<file path="src/rtl/sar_ref_pkg.sv">
// Shared definitions for the SAR reference monitor: FSM state type,
// default geometry constants and a small elaboration-time helper.
package sar_ref_pkg;

  // Default converter geometry
  localparam int DEF_N_BITS        = 8;
  localparam int DEF_SAMPLE_CYCLES = 4;
  localparam int DEF_SETTLE_CYCLES = 3;

  // Converter sequencing states
  typedef enum logic [1:0] {
    ST_IDLE    = 2'd0,
    ST_SAMPLE  = 2'd1,
    ST_CONVERT = 2'd2,
    ST_DONE    = 2'd3
  } sar_state_t;

  // Larger of two integers, used to size shared counters
  function automatic int max_int(input int a, input int b);
    return (a > b) ? a : b;
  endfunction

endpackage

</file>
<file path="src/rtl/sar_ref_sync2.sv">
// Two-flop synchronizer bringing the asynchronous comparator decision
// into the clk domain. Reset clears both stages.
module sar_ref_sync2 (
  input  logic clk,
  input  logic rst_n,
  input  logic d,
  output logic q
);

  localparam int STAGES = 2;

  logic [STAGES-1:0] stage_reg;

  // Shift the raw input through the metastability-settling stages
  always_ff @(posedge clk or negedge rst_n) begin
    if (!rst_n) begin
      stage_reg <= '0;
    end else begin
      stage_reg <= {stage_reg[STAGES-2:0], d};
    end
  end

  assign q = stage_reg[STAGES-1];

endmodule

</file>
<file path="src/rtl/sar_ref_monitor.sv">
// Successive-approximation converter controller with optional window alarm.
// Sequence: IDLE -> SAMPLE (track/hold) -> CONVERT (MSB first, one trial
// bit per settle window) -> DONE (one-cycle result pulse) -> IDLE.
// The comparator is only observed through a 2-flop synchronizer, so each
// trial bit is decided in the last cycle of its settle window.
// Optional feature: define SAR_REF_MONITOR_ALARM_EN to build the threshold
// alarm; without it alarm_o is tied low and the thresholds are ignored.
module sar_ref_monitor
  import sar_ref_pkg::*;
#(
  parameter int N_BITS        = DEF_N_BITS,
  parameter int SAMPLE_CYCLES = DEF_SAMPLE_CYCLES,
  parameter int SETTLE_CYCLES = DEF_SETTLE_CYCLES
) (
  input  logic              clk,
  input  logic              rst_n,
  input  logic              ena,
  input  logic              start_i,
  input  logic              comp_i,
  input  logic [N_BITS-1:0] thr_lo_i,
  input  logic [N_BITS-1:0] thr_hi_i,
  output logic [N_BITS-1:0] dac_code_o,
  output logic              sample_o,
  output logic              busy_o,
  output logic              done_o,
  output logic [N_BITS-1:0] result_o,
  output logic              alarm_o
);

  // One counter serves both the sample window and each settle window
  localparam int CNT_MAX = max_int(SAMPLE_CYCLES, SETTLE_CYCLES);
  localparam int CNT_W   = $clog2(CNT_MAX + 1);
  localparam int IDX_W   = (N_BITS > 1) ? $clog2(N_BITS) : 1;

  localparam logic [CNT_W-1:0] SAMPLE_LAST = CNT_W'(SAMPLE_CYCLES - 1);
  localparam logic [CNT_W-1:0] SETTLE_LAST = CNT_W'(SETTLE_CYCLES - 1);
  localparam logic [IDX_W-1:0] MSB_IDX     = IDX_W'(N_BITS - 1);

  sar_state_t        state_reg, state_next;
  logic [CNT_W-1:0]  cnt_reg, cnt_next;
  logic [IDX_W-1:0]  bit_idx_reg, bit_idx_next;
  logic [N_BITS-1:0] kept_reg, kept_next;
  logic [N_BITS-1:0] result_reg;
  logic [N_BITS-1:0] trial_mask;
  logic [N_BITS-1:0] final_code;
  logic              load_result;
  logic              comp_sync;

  // Comparator enters the clock domain here and nowhere else
  sar_ref_sync2 u_comp_sync (
    .clk   (clk),
    .rst_n (rst_n),
    .d     (comp_i),
    .q     (comp_sync)
  );

  // One-hot mask of the bit currently under trial
  genvar gi;
  generate
    for (gi = 0; gi < N_BITS; gi++) begin : g_mask
      assign trial_mask[gi] = (bit_idx_reg == IDX_W'(gi));
    end
  endgenerate

  // Kept bits after the comparator verdict on the current trial bit
  assign final_code = kept_reg | (comp_sync ? trial_mask : '0);

  // State, window counter, bit index and kept-code registers
  always_ff @(posedge clk or negedge rst_n) begin
    if (!rst_n) begin
      state_reg   <= ST_IDLE;
      cnt_reg     <= '0;
      bit_idx_reg <= MSB_IDX;
      kept_reg    <= '0;
    end else begin
      state_reg   <= state_next;
      cnt_reg     <= cnt_next;
      bit_idx_reg <= bit_idx_next;
      kept_reg    <= kept_next;
    end
  end

  // Next-state sequencing; a low enable overrides everything and parks in IDLE
  always_comb begin
    state_next   = state_reg;
    cnt_next     = cnt_reg;
    bit_idx_next = bit_idx_reg;
    kept_next    = kept_reg;
    load_result  = 1'b0;

    case (state_reg)
      ST_IDLE: begin
        cnt_next     = '0;
        bit_idx_next = MSB_IDX;
        kept_next    = '0;
        if (start_i) begin
          state_next = ST_SAMPLE;
        end
      end

      ST_SAMPLE: begin
        if (cnt_reg == SAMPLE_LAST) begin
          cnt_next   = '0;
          state_next = ST_CONVERT;
        end else begin
          cnt_next = cnt_reg + 1'b1;
        end
      end

      ST_CONVERT: begin
        if (cnt_reg == SETTLE_LAST) begin
          // End of this bit's settle window: commit the verdict
          cnt_next  = '0;
          kept_next = final_code;
          if (bit_idx_reg == '0) begin
            state_next  = ST_DONE;
            load_result = 1'b1;
          end else begin
            bit_idx_next = bit_idx_reg - 1'b1;
          end
        end else begin
          cnt_next = cnt_reg + 1'b1;
        end
      end

      ST_DONE: begin
        cnt_next     = '0;
        bit_idx_next = MSB_IDX;
        kept_next    = '0;
        state_next   = ST_IDLE;
      end

      default: begin
        state_next = ST_IDLE;
      end
    endcase

    if (!ena) begin
      state_next   = ST_IDLE;
      cnt_next     = '0;
      bit_idx_next = MSB_IDX;
      kept_next    = '0;
      load_result  = 1'b0;
    end
  end

  // Result register captures the final code as DONE is entered
  always_ff @(posedge clk or negedge rst_n) begin
    if (!rst_n) begin
      result_reg <= '0;
    end else if (load_result) begin
      result_reg <= final_code;
    end
  end

  // Status outputs decode directly from the registered state
  assign sample_o   = (state_reg == ST_SAMPLE);
  assign busy_o     = (state_reg == ST_SAMPLE) || (state_reg == ST_CONVERT);
  assign done_o     = (state_reg == ST_DONE);
  assign dac_code_o = (state_reg == ST_CONVERT) ? (kept_reg | trial_mask) : '0;
  assign result_o   = result_reg;

`ifdef SAR_REF_MONITOR_ALARM_EN
  logic alarm_reg;

  // Window check on the final code, updated together with the result
  always_ff @(posedge clk or negedge rst_n) begin
    if (!rst_n) begin
      alarm_reg <= 1'b0;
    end else if (load_result) begin
      alarm_reg <= (final_code < thr_lo_i) || (final_code > thr_hi_i);
    end
  end

  assign alarm_o = alarm_reg;
`else
  // Thresholds have no function in this build
  logic unused_thr;
  assign unused_thr = ^{thr_lo_i, thr_hi_i};
  assign alarm_o    = 1'b0;
`endif

endmodule

</file>
<file path="config.mk">
export PLATFORM = sky130hd
export DESIGN_NAME = sar_ref_monitor
export DESIGN_NICKNAME = d
export VERILOG_FILES = /design/src/rtl/sar_ref_pkg.sv /design/src/rtl/sar_ref_sync2.sv /design/src/rtl/sar_ref_monitor.sv
export SDC_FILE = /design/constraint.sdc
export NUM_CORES = 1
export LEC_CHECK = 0
export BUFFER_PORTS_ARGS = -buffer_cell sky130_fd_sc_hd__clkbuf_2
export CAP_MARGIN = 20
export CORE_UTILIZATION = 52
export CTS_BUF_LIST = sky130_fd_sc_hd__clkbuf_2 sky130_fd_sc_hd__clkbuf_4 sky130_fd_sc_hd__clkbuf_8
export CTS_CLUSTER_SIZE = 40
export DETAILED_ROUTE_END_ITERATION = 12
export PLACE_DENSITY = 0.8
export SLEW_MARGIN = 20
export SYNTH_ARGS = -nofsm -noshare
export SYNTH_HDL_FRONTEND = slang
export SYNTH_HIERARCHICAL = 1
export SYNTH_SLANG_ARGS = --single-unit
export TNS_END_PERCENT = 10
</file>
<file path="constraint.sdc">
create_clock -name clk -period 2.3 [get_ports clk]
set_input_delay 0.575 -clock clk [delete_from_list [all_inputs] [get_ports clk]]
set_output_delay 0.575 -clock clk [all_outputs]
set_load 0.005 [all_outputs]
</file>
==> results of run 1 <==
## area by class of cell
type / count / area share, %
clock buffers: 3 / 1.30
clock inverters: 1 / 1.74
inverters: 31 / 6.73
multi-input cells: 91 / 43.0
flip-flops and latches: 26 / 37.9
well taps: 31 / 2.24
repair buffers: 24 / 7.10
## metal layers
| layer | wire, um | GRT usage (%) |
|---|---|---|
| met5 | 0 | 0 |
| met1 | 1380 | 27.8 |
| met3 | 124 | 2.53 |
| met4 | 146 | 15.0 |
| met2 | 1580 | 37.2 |
## layout by cell type, fill, tap and decap left out, types with 2 or more instances in the layout
master    count
a32oi_1       3
nand2_1       5
o32ai_1       8
o21ai_1       2
clkbuf_4      3
ha_4          2
dfrtp_1      23
inv_2         4
nor2_1        4
nand4b_1      4
inv_1        27
a21oi_1       9
clkbuf_2     23
ha_1         11
ha_2          2
nor3_1        2
and2_1        5
nor2b_1       6
nand3_1       2
o21ai_0       6
mux2i_1       6
dfstp_2       3
## worst max-delay path, cell delays in order (launching register included)
cell,delay [ns]
dfstp_2,0.60
inv_2,0.08
ha_2,0.22
inv_2,0.07
o21ai_0,0.07
and2_1,0.17
clkbuf_2,0.11
## logic make-up after synthesis
| family | after synthesis | share of synthesized area (%) |
|---|---|---|
| AOI/OAI and AO/OA | 33 | 14.3 |
| adders and majority gates | 15 | 12.0 |
| buffers and inverters | 41 | 12.2 |
| DFF | 26 | 42.0 |
| muxes | 7 | 4.58 |
| other | 1 | 0.241 |
| and+or+nand+nor | 35 | 14.6 |
## synthesized netlist by cell type (all sizes together)
| master | count |
|---|---|
| a21boi | 1 |
| a21oi | 9 |
| a222oi | 1 |
| a22o | 1 |
| a31oi | 1 |
| a32oi | 3 |
| a41oi | 1 |
| and2 | 5 |
| and4b | 1 |
| buf | 6 |
| clkbuf | 4 |
| conb | 1 |
| dfrtp | 23 |
| dfstp | 3 |
| ha | 15 |
| inv | 31 |
| mux2 | 1 |
| mux2i | 6 |
| nand2 | 5 |
| nand2b | 2 |
| nand3 | 2 |
| nand4 | 1 |
| nand4b | 4 |
| nand4bb | 1 |
| nor2 | 4 |
| nor2b | 7 |
| nor3 | 2 |
| o21ai | 8 |
| o32ai | 8 |
| or3b | 1 |
## path summary, 6_finish.rpt
kind                                     startpoint                  endpoint  slack (ns)  cells past startpoint
setup reg to reg                       state_reg[0]               kept_reg[2]        0.41                      4
hold / removal                                rst_n               result_o[0]        0.23                      1
min in group clk                             comp_i  u_comp_sync/stage_reg[0]        0.32                      1
setup / recovery                     bit_idx_reg[0]             dac_code_o[2]        0.08                      6
hold reg to reg            u_comp_sync/stage_reg[0]  u_comp_sync/stage_reg[1]        0.37                      0
max in group asynchronous                     rst_n               kept_reg[4]        1.66                      1
## through the flow
step | hold WS (ns) | cells
floorplan | 0.279 | 158
detailed placement | 0.339 | 203
global route | 0.270 | 207
CTS | 0.245 | 207
global placement | 0.333 | 203
finish | 0.229 | 207
## where the power goes
| part | total, mW | switching (mW) | internal [mW] | leakage (nW) |
|---|---|---|---|---|
| clock network | 0.327 | 0.150 | 0.177 | 0.0279 |
| registers | 0.539 | 0.0428 | 0.496 | 0.305 |
| logic | 0.522 | 0.323 | 0.199 | 0.464 |
| total | 1.39 | 0.516 | 0.872 | 0.797 |
==> results.toml, run 1 <==
[outcome]
outcome = "complete, but fails checks"
violations = "design-rule violations"

[cells_and_area]
nets = 213
seqCellArea_um2 = 654
antenna_cells = 0
fin_util_pct = 61.6
finalInstanceArea_um2 = 1730
area_delta_synth_final_pct = 10.9
fillers = 228
multi_input_area_um2 = 743
drive_gt1_share_pct = 23.9

[clock_tree]
cts_made_buffers = 3
cts.clk_slew.worst_paths_ns = 0.15
tritoncts = "done"
cts_resized = 4
cts_hold_buf = 0
post_cts_buffers = 0
htreeDepth = 1
root_buffer = "clkbuf_4"
clk_latency_ns = 0.34
clk_path_buf_depth = 2
cts_sinks = 26

[routing]
drt_wl_total_um = 3230
firstDrtPassIters = 9
viasPerCell = 5.65
num_vias = 1169
wl_per_cell_um = 15.6
drcViolationCount = 2
drt_iter0_markers = 50
ant_nets = 0

[grt]
grt_usage_pct = 22.6
antenna_found_initial = 0
overflow = 0
grt_pass1_vias = 1193
grt_max_degree = 27
grt_pass1_wl_um = 5500

[placed_design]
place_congestion = 0.830
place_ws_ns = 0.220
dpl_cell_area_um2 = 1650
dpl.hpwl_um = 2310
port_buffers = 23

[sta]
layout_setup_ws_ns = 0.0763
fin_crit_sh_pct = 96.7
timing.slew.headroom_pct = 56.2
fin_setup_tns_ns = 0
period_minus_slack_ns = 2.22
slew_violations = 0
rsz0062_at_grt = "true"
fin_skew_ns = 0.00592
tightest_slew_ns = 0.657
fmax_mhz = 450
finalHoldViolations = 0
setup_violations = 0

[power]
power_density_nw_per_um2 = 803
vdd_drop_max_uv = 631
p_leak_nw = 0.797
power_mw = 1.39

[synthesis]
syn_area_per_cell_um2 = 9.86
ys_seq_elements = 26
syn_nets = 194
yosysTopAreaCell = "dfrtp_1"
ys_warn_count = 6
ys_types = 36
ys_seq_area_share_pct = 42.0
synth_top_cells_by_area = "dfrtp_1, ha_1, inv_1, dfstp_2, o32ai_1"
synth_cells = 158
synth_top_area_share_pct = 36.9
netlist_area_um2 = 1560

[die]
core_area_um2 = 2810
num_io_pins = 41
die_area_um2 = 3220
dieWidth_um = 56.7
fp.dieH_um = 56.7
rows = 19
initial_core_util_pct = 55.5

[worst_setup_path]
worstPathRequired_ns = 1.73
crit_type = "register to output pin"
crit_fanout = 4
end_kind = "output pin"
cp.arrival_ns = 1.65
critPathLaunchType = "register"

[flow_run]
drv_cap = 0

[min_path]
hold_path.class = "input pin to asynchronous set/reset pin"
Power figures use the tool's default switching activity.
==> inputs of run 2 (changes only) <==
- CORE_MARGIN: unset -> 10
- SYNTH_HIERARCHICAL: 1 -> unset
==> results.toml, run 2 <==
[outcome]
outcome = "finished, final reports clean"

[synthesis]
netlist_area_um2 = 1570
synth-main-ff-cell = "dfrtp_1"
synth_top_cells_by_area = "dfrtp_1, ha_1, a21oi_1, dfstp_2, a21oi_2"
synth-async-reset-ratio_pct = 100
ys_seq_area_share_pct = 41.7
yosysMostFrequentCell = "dfrtp_1"
syn_nets = 191
synth_top_area_share_pct = 36.7
ys_seq_elements = 26
syn_area_per_cell_um2 = 10.1
ys_types = 43
yosysTopAreaCell = "dfrtp_1"
ys_warn_count = 0
synth_cells = 155
synth-edff-count = 0
yosys-top-cells-count = "dfrtp_1, a21oi_1, ha_1, inv_1, nor2b_1"

[worst_setup_path]
end_kind = "output pin"
crit_buf_inv = 2
cp.arrival_ns = 1.64
crit_fanout = 5
slowest_stage = "dfstp_2"
cpPeakStageDelay_ns = 0.57
cp_top_family = "flip-flops"
worstPathRequired_ns = 1.73
critPathLaunchType = "register"
crit_type = "register to output pin"
crit_chain = "inv_1 > ha_2 > nor2b_1 > o21a_1 > clkbuf_2"

[die]
initial_core_util_pct = 55.5
fp.dieH_um = 74.9
die_area_um2 = 5610
rows = 19
num_io_pins = 41
dieWidth_um = 74.9
core_area_um2 = 2830

[cells_and_area]
layout_common_cells = "dfrtp_1, clkbuf_2, a21oi_1"
antenna_cells = 0
stdcell_count = 206
nets = 212
area_delta_synth_final_pct = 11.1
drive_gt1_share_pct = 29.1

[placed_design]
dpl.cell_count = 202
port_buffers = 23
place_ws_ns = 0.189
dpl.hpwl_um = 2580
place_congestion = 0.795

[grt]
antenna_found_initial = 0
grt_usage_pct = 12.7
grt_pass1_wl_um = 5600
grt_pass1_vias = 1247
grt_max_degree = 27
overflow = 0

[power]
vdd_drop_max_uv = 573
p_leak_nw = 0.793
power_mw = 1.17
power_density_nw_per_um2 = 671

[routing]
drcViolationCount = 0
wl_per_cell_um = 16.6
drt_iter0_markers = 78
firstDrtPassIters = 4
viasPerCell = 5.98
num_vias = 1231
ant_nets = 0
drt_wl_total_um = 3420

[sta]
fin_crit_sh_pct = 96.3
fmax_mhz = 452
fin_setup_tns_ns = 0
period_minus_slack_ns = 2.21
timing.slew.headroom_pct = 57.1
slew_violations = 0
hold_slack_ns = 0.240
finalHoldViolations = 0
fin_skew_ns = 0.0131
setup_violations = 0
tightest_slew_ns = 0.644
layout_setup_ws_ns = 0.0852

[clock_tree]
post_cts_buffers = 0
htreeDepth = 1
root_buffer = "clkbuf_4"
clk_path_buf_depth = 2
cts_sinks = 26
tritoncts = "done"
cts_made_buffers = 3
cts.clk_slew.worst_paths_ns = 0.14
clk_latency_ns = 0.33

[flow_run]
drv_cap = 0

[min_path]
hold_path.class = "input pin to asynchronous set/reset pin"
-- run 2: kinds of logic (layout without fill, tap and decap cells) --
family	count (synthesis)	count (layout)	share of synthesized area, %
other cells	1	1	0.239
buf+inv	29	49	8.69
fa+ha+maj	15	15	12.0
mux	3	3	1.99
flops	26	26	41.7
simple gates	32	32	13.0
compound gates	49	49	22.4
-- run 2: per-stage QoR --
stage	util (%)	instance area, um^2
after CTS	60.9	1720
after floorplan	-	1570
final	61.6	1740
after detailed placement	59.6	1690
after global placement	59.6	1690
after global routing	61.6	1740
-- run 2: power breakdown --
part	total, mW	internal, mW	leakage, nW	switching, mW
clock	0.228	0.0969	0.0210	0.131
sequential	0.511	0.481	0.341	0.0297
combinational	0.429	0.167	0.431	0.263
-- run 2: timing repair --
| action | CTS | global route |
|---|---|---|
| resized for setup | 1 | 4 |
| setup endpoints to repair | 8 | 7 |
| hold buffers | 0 | 0 |
-- run 2: layout make-up --
| type | instances | area [um^2] |
|---|---|---|
| Fill cell | 234 | 1090 |
| Inverter | 18 | 68.8 |
| Multi-Input combinational cell | 100 | 800 |
| Timing Repair Buffer | 27 | 145 |
| Sequential cell | 26 | 654 |
| Tap cell | 31 | 38.8 |
| Clock buffer | 4 | 36.3 |
-- run 2: final timing paths --
kind,slack [ns],startpoint,cells after the start,endpoint
worst min register to register,0.37,u_comp_sync.stage_reg[0],0,u_comp_sync.stage_reg[1]
min in group clk,0.35,comp_i,1,u_comp_sync.stage_reg[0]
worst max-delay path,0.09,bit_idx_reg[0],5,dac_code_o[0]
max in group asynchronous,1.63,rst_n,1,result_o[7]
worst max register to register,0.42,state_reg[0],5,result_o[5]
worst min-delay path,0.24,rst_n,1,result_o[3]
-- run 2: per-layer routing --
metal	track usage (%)	up-vias	routed length, um
li1	-	593	-
met1	13.5	600	1390
met2	23.8	31	1790
met3	2.76	7	178
met4	5.25	0	56
met5	0	-	0
==> inputs of run 3 (changes only) <==
- MAX_ROUTING_LAYER: unset -> met4
==> results.toml, run 3 (same netlist as run 2, synthesis figures left out) <==
[outcome]
outcome = "finished, final reports clean"

[sta]
tightest_slew_ns = 0.643
period_minus_slack_ns = 2.22
layout_setup_ws_ns = 0.0803
finalHoldViolations = 0
setup_violations = 0
fin_skew_ns = 0.0106
fmax_mhz = 451
timing.slew.headroom_pct = 57.1
hold_slack_ns = 0.238
slew_violations = 0
fin_crit_sh_pct = 96.5

[worst_setup_path]
worstPathRequired_ns = 1.73
crit_chain = "inv_1 > ha_2 > nor2b_1 > o21a_1 > clkbuf_2"
cp.arrival_ns = 1.64
crit_type = "register to output pin"
end_kind = "output pin"
critPathLaunchType = "register"
reg2regPathDepth = 5
slowest_stage = "dfstp_2"
cpPeakStageDelay_ns = 0.57
crit_fanout = 5

[clock_tree]
clk_path_buf_depth = 2
post_cts_buffers = 0
clk_latency_ns = 0.33
root_buffer = "clkbuf_4"
cts_hold_buf = 0
htreeDepth = 1
cts_made_buffers = 3
cts_sinks = 26
tritoncts = "done"
cts.clk_slew.worst_paths_ns = 0.14

[grt]
grt_pass1_wl_um = 5600
overflow = 0
grt_max_degree = 27
grt_usage_pct = 13.2
antenna_found_initial = 0
grt_pass1_vias = 1245

[cells_and_area]
antenna_cells = 0
fin_util_pct = 61.6
fillers = 234
nets = 212
drive_gt1_share_pct = 29.1
area_delta_synth_final_pct = 11.1
stdcell_count = 206
layout_common_cells = "dfrtp_1, clkbuf_2, a21oi_1"

[placed_design]
place_congestion = 0.807
dpl.cell_count = 202
dpl.hpwl_um = 2580
place_ws_ns = 0.189
port_buffers = 23

[die]
core_area_um2 = 2830
dieWidth_um = 74.9
rows = 19
die_area_um2 = 5610
num_io_pins = 41
fp.dieH_um = 74.9
initial_core_util_pct = 55.5

[routing]
drt_iter0_markers = 94
ant_nets = 0
viasPerCell = 5.95
drcViolationCount = 0
num_vias = 1226
drt_wl_total_um = 3430
firstDrtPassIters = 4
wl_per_cell_um = 16.6

[power]
vdd_drop_max_uv = 580
p_leak_nw = 0.793
power_mw = 1.17
power_density_nw_per_um2 = 674

[flow_run]
drv_cap = 0

[min_path]
hold_path.class = "input pin to asynchronous set/reset pin"
[run 3: cell counts in the layout (fill, tap and decap cells not counted)]
Identical to the previous run, type by type.
[run 3: power breakdown]
group	switching [mW]	internal [mW]	total (mW)	leakage, nW
clock network	0.133	0.0970	0.230	0.0210
registers	0.0296	0.481	0.511	0.341
logic	0.267	0.167	0.434	0.431
total	0.430	0.745	1.17	0.793
[run 3: timing repair]
| action | CTS | global route |
|---|---|---|
| hold endpoints to repair | 0 | 0 |
| setup endpoints to repair | 8 | 7 |
| gates resized for setup | 1 | 4 |
| pin swaps | 0 | 0 |
[run 3: path summary, 6_finish.rpt]
kind / startpoint / endpoint / slack (ns)
max reg2reg: state_reg[0] / result_o[5] / 0.42
min: rst_n / result_o[3] / 0.24
min reg2reg: u_comp_sync.stage_reg[0] / u_comp_sync.stage_reg[1] / 0.37
max: bit_idx_reg[0] / dac_code_o[0] / 0.08
max in group asynchronous: rst_n / result_o[7] / 1.63
min in group clk: comp_i / u_comp_sync.stage_reg[0] / 0.35
[run 3: stage by stage]
step / instance area, um^2 / TNS (ns)
after CTS: 1720 / 0
after global placement: 1690 / 0
after floorplan: 1570 / 0
final: 1740 / 0
after detailed placement: 1690 / 0
after global routing: 1740 / -0.00419
[run 3: layer usage]
metal,up-vias,GRT usage [%],routed length [um]
li1,592,-,-
met1,599,13.4,1420
met2,29,24.0,1770
met3,6,2.76,180
met4,0,5.25,47
met5,-,-,0
[run 3: worst max-delay path: cells and delay by family (launching register included)]
family | cells | cell delay, ns
DFF | 1 | 0.57
and+or+nand+nor | 1 | 0.15
adders and majority gates | 1 | 0.22
AOI/OAI and AO/OA | 1 | 0.18
buffers and inverters | 2 | 0.20
[run 3: final cells by class]
cell class              instances  area [um^2]  area share (%)
clock buffers                   4         36.3            2.08
multi-input cells             100          800            45.9
repair buffers                 27          145            8.33
inverters                      18         68.8            3.95
flip-flops and latches         26          654            37.5
well taps                      31         38.8            2.23
